File: src/rtl/lcd_pkg.sv
// lcd_pkg: shared definitions for the HD44780 character-LCD timing engine.
//   - lcd_state_e    : controller FSM states
//   - PIN_*          : bit positions inside the 12-bit LCD pin bundle
//   - INIT_ROM       : power-on initialisation command bytes (all RS=0)
//   - is_clear_home  : identifies commands that need the long execution wait
//   - max_of         : helper used to size the shared phase counter
package lcd_pkg;

    typedef enum logic [2:0] {
        PWR_WAIT,
        IDLE,
        SETUP,
        PULSE,
        HOLD,
        EXEC
    } lcd_state_e;

    // Pin bundle layout: {ON, EN, RS, RW, DB[7:0]}
    localparam int PIN_ON = 11;
    localparam int PIN_EN = 10;
    localparam int PIN_RS = 9;
    localparam int PIN_RW = 8;

    // Function set 8-bit/2-line, display on, clear, entry mode increment.
    localparam logic [2:0] INIT_LEN = 3'd4;
    localparam logic [7:0] INIT_ROM [4] = '{8'h38, 8'h0C, 8'h01, 8'h06};

    // Clear (0x01) and return-home (0x02/0x03) are the only instructions
    // with DB[7:2] all zero; both need the long execution wait.
    function automatic logic is_clear_home(input logic [8:0] rs_db);
        return !rs_db[8] && (rs_db[7:2] == 6'd0);
    endfunction

    function automatic int max_of(input int a, input int b);
        return (a > b) ? a : b;
    endfunction

endpackage

File: src/rtl/lcd_timer.sv
// lcd_timer: loadable down-counter shared by every timed phase of lcd_ctrl.
//   clk_i    : system clock
//   rst_i    : asynchronous active-high reset, counter reloads RST_VAL
//   load     : load load_val this cycle (takes priority over counting)
//   load_val : phase length minus one
//   done     : high while the count has reached zero
// A phase loaded with N-1 therefore lasts exactly N cycles before done.
module lcd_timer
    import lcd_pkg::*;
#(
    parameter int            CW      = 8,
    parameter logic [CW-1:0] RST_VAL = '0
) (
    input  logic          clk_i,
    input  logic          rst_i,
    input  logic          load,
    input  logic [CW-1:0] load_val,
    output logic          done
);

    logic [CW-1:0] count_q;

    always_ff @(posedge clk_i or posedge rst_i) begin
        if (rst_i) begin
            count_q <= RST_VAL;
        end else if (load) begin
            count_q <= load_val;
        end else if (count_q != '0) begin
            count_q <= count_q - CW'(1);
        end
    end

    assign done = (count_q == '0);

endmodule

File: src/rtl/lcd_ctrl.sv
// lcd_ctrl: timing engine for an HD44780-compatible character LCD.
// Runs the power-on init sequence by itself, then transfers bytes written
// by the CPU through a one-entry pending buffer.
//   clk_i     : system clock
//   rst_i     : asynchronous active-high reset (restarts init, drops buffer)
//   wr_en_i   : one-cycle write strobe from the LCD register store
//   wr_data_i : {RS, DB[7:0]}
//   on_i      : backlight/power enable, registered onto the ON pin
//   busy_o    : initialising, transferring, or holding a pending byte
//   ovf_o     : sticky, a write was dropped because the buffer was full
//   o_io_lcd  : {ON, EN, RS, RW(=0), DB[7:0]}
// Handshake: a write is accepted on any cycle wr_en_i is high and the buffer
// is empty or being drained that same cycle; otherwise it is dropped and
// ovf_o is set. Software polls busy_o before writing to avoid drops.
module lcd_ctrl
    import lcd_pkg::*;
#(
    parameter int PWR_CYC   = 2_000_000,
    parameter int SETUP_CYC = 4,
    parameter int EN_CYC    = 12,
    parameter int HOLD_CYC  = 4,
    parameter int EXEC_CYC  = 1_850,
    parameter int LONG_CYC  = 76_000
) (
    input  logic        clk_i,
    input  logic        rst_i,
    input  logic        wr_en_i,
    input  logic [8:0]  wr_data_i,
    input  logic        on_i,
    output logic        busy_o,
    output logic        ovf_o,
    output logic [11:0] o_io_lcd
);

    localparam int MAXP = max_of(max_of(max_of(PWR_CYC, SETUP_CYC), max_of(EN_CYC, HOLD_CYC)),
                                 max_of(EXEC_CYC, LONG_CYC));
    localparam int CW   = (MAXP > 1) ? $clog2(MAXP) : 1;

    localparam logic [CW-1:0] LD_PWR   = CW'(PWR_CYC - 1);
    localparam logic [CW-1:0] LD_SETUP = CW'(SETUP_CYC - 1);
    localparam logic [CW-1:0] LD_EN    = CW'(EN_CYC - 1);
    localparam logic [CW-1:0] LD_HOLD  = CW'(HOLD_CYC - 1);
    localparam logic [CW-1:0] LD_EXEC  = CW'(EXEC_CYC - 1);
    localparam logic [CW-1:0] LD_LONG  = CW'(LONG_CYC - 1);

    lcd_state_e    state_q, state_d;
    logic [2:0]    step_q, step_d;
    logic          pend_valid_q, pend_valid_d;
    logic [8:0]    pend_data_q, pend_data_d;
    logic          rs_q, rs_d;
    logic [7:0]    db_q, db_d;
    logic          en_q, en_d;
    logic          ovf_q, ovf_d;
    logic          busy_q, busy_d;
    logic          on_q;

    logic          init_done;
    logic          drain;
    logic          tmr_load;
    logic [CW-1:0] tmr_val;
    logic          tmr_done;

    // Reset value makes PWR_WAIT last PWR_CYC cycles without an explicit load.
    lcd_timer #(
        .CW      (CW),
        .RST_VAL (LD_PWR)
    ) u_timer (
        .clk_i    (clk_i),
        .rst_i    (rst_i),
        .load     (tmr_load),
        .load_val (tmr_val),
        .done     (tmr_done)
    );

    assign init_done = (step_q >= INIT_LEN);

    always_comb begin
        state_d      = state_q;
        step_d       = step_q;
        pend_valid_d = pend_valid_q;
        pend_data_d  = pend_data_q;
        rs_d         = rs_q;
        db_d         = db_q;
        en_d         = en_q;
        ovf_d        = ovf_q;
        tmr_load     = 1'b0;
        tmr_val      = '0;
        drain        = 1'b0;

        case (state_q)
            PWR_WAIT: begin
                if (tmr_done) begin
                    state_d  = SETUP;
                    step_d   = 3'd0;
                    rs_d     = 1'b0;
                    db_d     = INIT_ROM[0];
                    tmr_load = 1'b1;
                    tmr_val  = LD_SETUP;
                end
            end
            IDLE: begin
                if (!init_done) begin
                    state_d  = SETUP;
                    rs_d     = 1'b0;
                    db_d     = INIT_ROM[step_q[1:0]];
                    tmr_load = 1'b1;
                    tmr_val  = LD_SETUP;
                end else if (pend_valid_q) begin
                    drain        = 1'b1;
                    pend_valid_d = 1'b0;
                    state_d      = SETUP;
                    {rs_d, db_d} = pend_data_q;
                    tmr_load     = 1'b1;
                    tmr_val      = LD_SETUP;
                end
            end
            SETUP: begin
                if (tmr_done) begin
                    state_d  = PULSE;
                    en_d     = 1'b1;
                    tmr_load = 1'b1;
                    tmr_val  = LD_EN;
                end
            end
            PULSE: begin
                if (tmr_done) begin
                    state_d  = HOLD;
                    en_d     = 1'b0;
                    tmr_load = 1'b1;
                    tmr_val  = LD_HOLD;
                end
            end
            HOLD: begin
                if (tmr_done) begin
                    state_d  = EXEC;
                    tmr_load = 1'b1;
                    tmr_val  = is_clear_home({rs_q, db_q}) ? LD_LONG : LD_EXEC;
                end
            end
            EXEC: begin
                if (tmr_done) begin
                    state_d = IDLE;
                    // Only init bytes are issued while init is incomplete,
                    // so every EXEC exit before then retires one ROM entry.
                    if (!init_done) begin
                        step_d = step_q + 3'd1;
                    end
                end
            end
            default: begin
                state_d = PWR_WAIT;
            end
        endcase

        // Applied after the drain so a same-cycle write refills the buffer.
        if (wr_en_i) begin
            if (!pend_valid_q || drain) begin
                pend_valid_d = 1'b1;
                pend_data_d  = wr_data_i;
            end else begin
                ovf_d = 1'b1;
            end
        end

        busy_d = (state_d != IDLE) || pend_valid_d || (step_d < INIT_LEN);
    end

    always_ff @(posedge clk_i or posedge rst_i) begin
        if (rst_i) begin
            state_q      <= PWR_WAIT;
            step_q       <= 3'd0;
            pend_valid_q <= 1'b0;
            pend_data_q  <= 9'd0;
            rs_q         <= 1'b0;
            db_q         <= 8'd0;
            en_q         <= 1'b0;
            ovf_q        <= 1'b0;
            busy_q       <= 1'b1;
            on_q         <= 1'b0;
        end else begin
            state_q      <= state_d;
            step_q       <= step_d;
            pend_valid_q <= pend_valid_d;
            pend_data_q  <= pend_data_d;
            rs_q         <= rs_d;
            db_q         <= db_d;
            en_q         <= en_d;
            ovf_q        <= ovf_d;
            busy_q       <= busy_d;
            on_q         <= on_i;
        end
    end

    always_comb begin
        o_io_lcd         = 12'h000;
        o_io_lcd[PIN_ON] = on_q;
        o_io_lcd[PIN_EN] = en_q;
        o_io_lcd[PIN_RS] = rs_q;
        o_io_lcd[PIN_RW] = 1'b0;
        o_io_lcd[7:0]    = db_q;
    end

    assign busy_o = busy_q;
    assign ovf_o  = ovf_q;

endmodule

File: config.mk
export PLATFORM = sky130hd
export DESIGN_NAME = lcd_ctrl
export DESIGN_NICKNAME = d
export VERILOG_FILES = /design/src/rtl/lcd_pkg.sv /design/src/rtl/lcd_timer.sv /design/src/rtl/lcd_ctrl.sv
export SDC_FILE = /design/constraint.sdc
export NUM_CORES = 1
export LEC_CHECK = 0
export ABC_AREA = 1
export CELL_PAD_IN_SITES_DETAIL_PLACEMENT = 0
export CELL_PAD_IN_SITES_GLOBAL_PLACEMENT = 2
export CORE_MARGIN = 1.5
export CORE_UTILIZATION = 38
export DETAILED_ROUTE_END_ITERATION = 6
export PLACE_DENSITY_LB_ADDON = 0.1
export SLEW_MARGIN = 10
export SYNTH_ARGS = -nofsm -noshare
export SYNTH_HDL_FRONTEND = slang
export SYNTH_SLANG_ARGS = --single-unit
export TNS_END_PERCENT = 10
File: constraint.sdc
create_clock -name clk_i -period 5.2 [get_ports clk_i]
set_input_delay 1.04 -clock clk_i [delete_from_list [all_inputs] [get_ports clk_i]]
set_output_delay 1.04 -clock clk_i [all_outputs]
set_load 0.03 [all_outputs]
[Word level (Yosys, flattened, before mapping)]
Cells that the tools add are included.
Word-level totals
  bits in registers: 50
  input bits: 13
  output and inout bits: 14
  word-level logic and storage cells: 91
Cells by class
  add/sub/neg operators: 2
  $lt $le $gt $ge: 3
  equality and inequality tests: 10
  mux-type cells: 44
  bitwise operators: 2
  reductions and logical operators: 19
Operator list (number)
  one-hot mux 17 bit (4 select lines): 1
  2-to-1 mux 21 bit: 2
  2-to-1 mux 8 bit: 5
  2-to-1 mux 17 bit: 2
  2-to-1 mux 3 bit: 10
  logical NOT 21 bit: 1
  nonzero test 21 bit: 1
  subtractor 21 x 1 -> 21 bit (second input constant): 1
  one-hot mux 3 bit (6 select lines): 1
  binary-select mux 8 bit (select 2 bit): 1
  one-hot mux 8 bit (2 select lines): 1
  2-to-1 mux 1 bit: 13
  == test 3 x 2 -> 1 bit (second input constant): 2
  == test 3 bit (second input constant): 2
  >= comparator 3 bit (second input constant): 2
  logical NOT 6 bit: 1
  2-to-1 mux 2 bit: 3
  inequality test 2 bit (second input constant): 3
  one-hot mux 1 bit (2 select lines): 3
  one-hot mux 3 bit (2 select lines): 1
  AND reduction 3 bit: 2
  nonzero test 2 bit: 3
  2-to-1 mux 4 bit: 1
  AND reduction 2 bit: 2
  other kinds (13): 16

[Logic depth before layout (Yosys ltp)]
  depth after elaboration: 8
  depth in mapped cells: 12

[Hierarchy]
A second synthesis with hierarchy kept.
Second synthesis, totals
  cell total of the unflattened synthesis: 381
  area total of the unflattened synthesis: 2917.8 um^2
Modules (own cells, without submodules)
  lcd_ctrl: times used 1, cells an instance 177, area each 1515.2 um^2, seq. area each 726.9 um^2
  lcd_timer: times used 1, cells an instance 204, area each 1402.6 um^2, seq. area each 541.8 um^2

[Worst setup path after synthesis]
No wires, ideal clock.
  kind: input to register
  from: in wr_en_i
  to: reg pend_data_q[1]
  setup time: 0.120 ns
  arrival: 1.634 ns
  setup slack: 3.445 ns
  stages on the path: 5
  cells stage by stage: buf_1 -> nand2_4 -> buf_6 -> nor2_1 -> a21oi_1
On the way
  cells in the longest elaborated chain, start to end: 1
RTL lines
  from (decl): RTL line lcd_ctrl.sv:27  | input logic wr_en_i,
  AND reduction 2 bit (no source line)
  to (signal assigned): RTL line lcd_ctrl.sv:184  | pend_data_q <= pend_data_d;
  to (decl): RTL line lcd_ctrl.sv:49  | logic [8:0] pend_data_q, pend_data_d;
No other way between the ends.
A chain may end at the register's enable or synchronous reset.

[Final worst setup path]
  from: reg busy_q, in the netlist busy_o
  to: out busy_o
RTL lines
  from (decl): RTL line lcd_ctrl.sv:54  | logic busy_q, busy_d;
  from (signal assigned): RTL line lcd_ctrl.sv:189  | busy_q <= busy_d;
  to (decl): RTL line lcd_ctrl.sv:30  | output logic busy_o,
No word-level cell between the ends.

==> results.txt <==
* Top cells by area in the synthesized netlist: dfrtp_1 31%, dfstp_2 13%, nand2_1 9.1%, nor2_1 6.4%, nor2_8 4.1%
- Largest net degree at the start of global routing: 51
- Across all setup checks in the final design, the least slack found is about 2700 ps.
- Counting cells, the worst reg-to-reg path comes to 10.
* Overall Power: 0.701 mW
- Number of max-capacitance violations reported: 0
- After synthesis the cells add up to approximately 0.0029 sq mm.
* Final routed wire length divided by cell count: roughly 14 um
- Most instantiated cells after synthesis: 71 x nand2_1, 50 x nor2_1, 36 x dfrtp_1
- Ordered list of cells on the worst path: clkdlybuf4s50_1
- The number of antenna diodes in the final layout is 0.
- Area growth from synthesis to layout: 13.6%
- Critical path depth in cells: 1
* Master of the slowest instance on the critical path: clkdlybuf4s50_1
- The flow ran to the end, and the final reports show no timing, DRC or antenna violations.
- Deepest clock path buffer count: 2
- R2r startpoint: u_timer.count_q[0]
- Number of buffers created by CTS: 5
- Along the worst path, the maximum fanout reaches 1.
- Hold buffer count at cts: 0
* Net Count, Synth: approximately 360
- The Yosys step of the flow raised 0 warnings.
- Antenna violations before repair: 0
- Of the total synthesized cell area, the portion taken by XOR and XNOR cells is 0.0507.
* Cell taking the most area after synthesis: dfrtp_1
- The detail route stage leaves a number of antenna-violating nets equal to 0.
- Max-slew violation count: 0
* Compound-Gate Fraction of Synth Area: 0.0937
- After clock tree synthesis, the clock-pin slew on the worst setup and hold paths is approximately 90 ps.
- Headroom to the max-slew limit: 0.295
- The root buffer cell chosen for the clock tree is clkbuf_8.
- Multiplexer share of the synthesized area: 0
- Min Clock Period, post-route: around 2500 ps
- Area of the core region: ~0.0074 sq mm
- Primary flip-flop cell chosen by synthesis mapping: dfrtp_1
- The analysis attributes to cell leakage a power of around 1.6 nW.
* Detailed-routing iteration count for the pre-antenna-repair pass: 4
* HPWL Detailed: roughly 4.7 mm
* CP Capture Type: output pin
- The share of the Yosys chip area taken by registers is 0.432.
- Setup violations remaining at the end of the flow were counted as 0.
- Number of DRC markers after the initial detailed-route iteration: 52
- The routed design has 6.31 mm of wire.
- Share of post-route cells with drive strength above 1: 0.198
- Vias in the first global route: roughly 2200
- For this run, the total global-route usage over all layers was measured as 0.167.
- Adder and majority gate portion of the synthesized area: 0.0170
- Final cycle utilization of the critical path: 0.484
- Prior to clock tree synthesis, the placed netlist has a worst setup slack of 2800 ps.
* Endpoint arrival time on the critical path: between 1000 and 1500 ps
- Final Hold Vio Count: 0
- Clock Sinks: 50
- Unique masters post-synth: 37
* Leading cell type by number of instances after synthesis: nand2_1
- Buffers added to address setup during post-CTS repair amount to 0.
- Counting instances, the worst hold path has a depth of 1.
* Total of flip-flops plus latches after synthesis: 50
- TritonCTS built the clock tree.
* Initial cell density of the core: 0.399
- Fill count: just under 800
* Top-area cell type share of the netlist area: 0.307
* Count of nets after finishing: 380
- Post-Route Skew: between 7 and 8 ps
- Startpoint of the worst hold path: ovf_o
- Once the clock tree was built, the resizer swapped 0 gates to a different size.
- The routed layout has around 2200 vias.
- In this design, the largest share of critical-path delay is due to buffers and inverters.
- After detailed routing, the number of remaining DRC violations is 0.
* Area fraction in and, or, nand and nor cells after synthesis: 0.322
- The H-tree was split into 2 levels.
- The floorplan has 31 rows.
* Remaining global-route overflow: 0
- The first global-routing pass estimated between 10 and 15 mm of wire.
- After routing, the total negative slack on setup checks comes to 0 ps.
* Total of buffers placed on input and output ports: 25
- Total power density per cell area: 210 mW/mm^2
* Max Clk Rate: around 400 MHz
- Count of boundary I/O pins: 27
- For the pin with the worst max-slew slack, the measured transition is ~1100 ps.
- Using the TritonRoute via totals, the vias-per-cell ratio works out to approximately 4.8.
* Mapped Cells: 340
- HP Class: flip-flop to flip-flop
* Max stage delay on crit path: around 650 ps
- Die footprint: slightly above 0.008 sq mm
* Number of synthesized flops with an enable pin: 0
* Post-synthesis area per instance: around 8.6 sq um
- Async S/R FF share, synth: 1.00
* RSZ-0062 raised after global routing: no
- By area, the combinational part of the netlist is dominated by simple AND/OR/NAND/NOR gates.
* Latest clock arrival within the worst-skew pair: just over 300 ps
* Buffering stage count on the worst path with inverters included: 1
- Worst Setup Start Kind: flip-flop
- Worst VDD drop: between 100 and 150 uV
- Required time of the critical path: around 4200 ps
- The critical path starts at busy_o.
- DIE WIDTH: 90.9 um
* Final estimated routing congestion in global placement: 0.766
* Die Height: between 90 and 100 um
* Worst Path Class, Setup: flip-flop to output pin
* Smallest hold slack: about 480 ps
==> final timing paths <==
check,endpoint,slack [ps]
min reg2reg,ovf_o,480
max in group asynchronous,en_q,3250
max reg2reg,db_q[3],3200
min,ovf_o,480
max,busy_o,2680
min in group asynchronous,db_q[6],1300
==> registers in the layout, summed over array words and instances (netlist names) <==
signal           count
on_q                 1
pend_valid_q         1
state_q              3
busy_o               1
db_q                 8
step_q               3
u_timer.count_q     21
rs_q                 1
en_q                 1
pend_data_q          9
ovf_o                1
==> power breakdown <==
| group | switching, mW | internal (mW) | leakage (nW) |
|---|---|---|---|
| clock network | 0.135 | 0.142 | 0.0579 |
| logic | 0.0151 | 0.0110 | 0.953 |
| registers | 0.00267 | 0.396 | 0.579 |
| total | 0.153 | 0.548 | 1.59 |
==> area by class of cell <==
| cell class | instances | area (sq um) | share of cell area |
|---|---|---|---|
| clock buffers | 5 | 68.8 | 0.0206 |
| clock inverters | 3 | 40.0 | 0.0120 |
| inverters | 39 | 164 | 0.0491 |
| multi-input cells | 242 | 1420 | 0.426 |
| flip-flops and latches | 50 | 1270 | 0.380 |
| well taps | 99 | 124 | 0.0371 |
| repair buffers | 25 | 250 | 0.0749 |
==> kinds of logic after synthesis <==
family | Yosys count
and+or+nand+nor | 174
DFF | 50
xor gates and xnor gates | 17
other | 1
AOI/OAI and AO/OA | 46
adders and majority gates | 4
buffers and inverters | 48
==> cell usage in the layout, fill, tap and decap left out, drive strengths merged, types with 2 or more instances in the layout <==
master and n:
dfstp 14, clkinv 3, o21ai 23, dfrtp 36, nand4 4, a21oi 20
ha 4, nor2 65, xor2 8, nand3 21, clkdlybuf4s50 25, xnor2 9
clkbuf 5, nand2 76, or2 2, inv 38, nor3 5
==> metal layers <==
metal	track usage	wire, um	part of all wire
met2	0.297	3320	0.53
met1	0.208	2760	0.44
met4	0.0430	67	0.011
met5	0	0	0
met3	0.0276	156	0.025
==> metrics by stage <==
stage          area, sq um  cells   util
2_1_floorplan         2940    340      -
3_3_place_gp          3230    455  0.438
4_1_cts               3340    463  0.453
5_1_grt               3340    463  0.453
3_5_place_dp          3230    455  0.438
6_report              3340    463  0.453
Note: power is estimated with default switching activity, not from simulation.
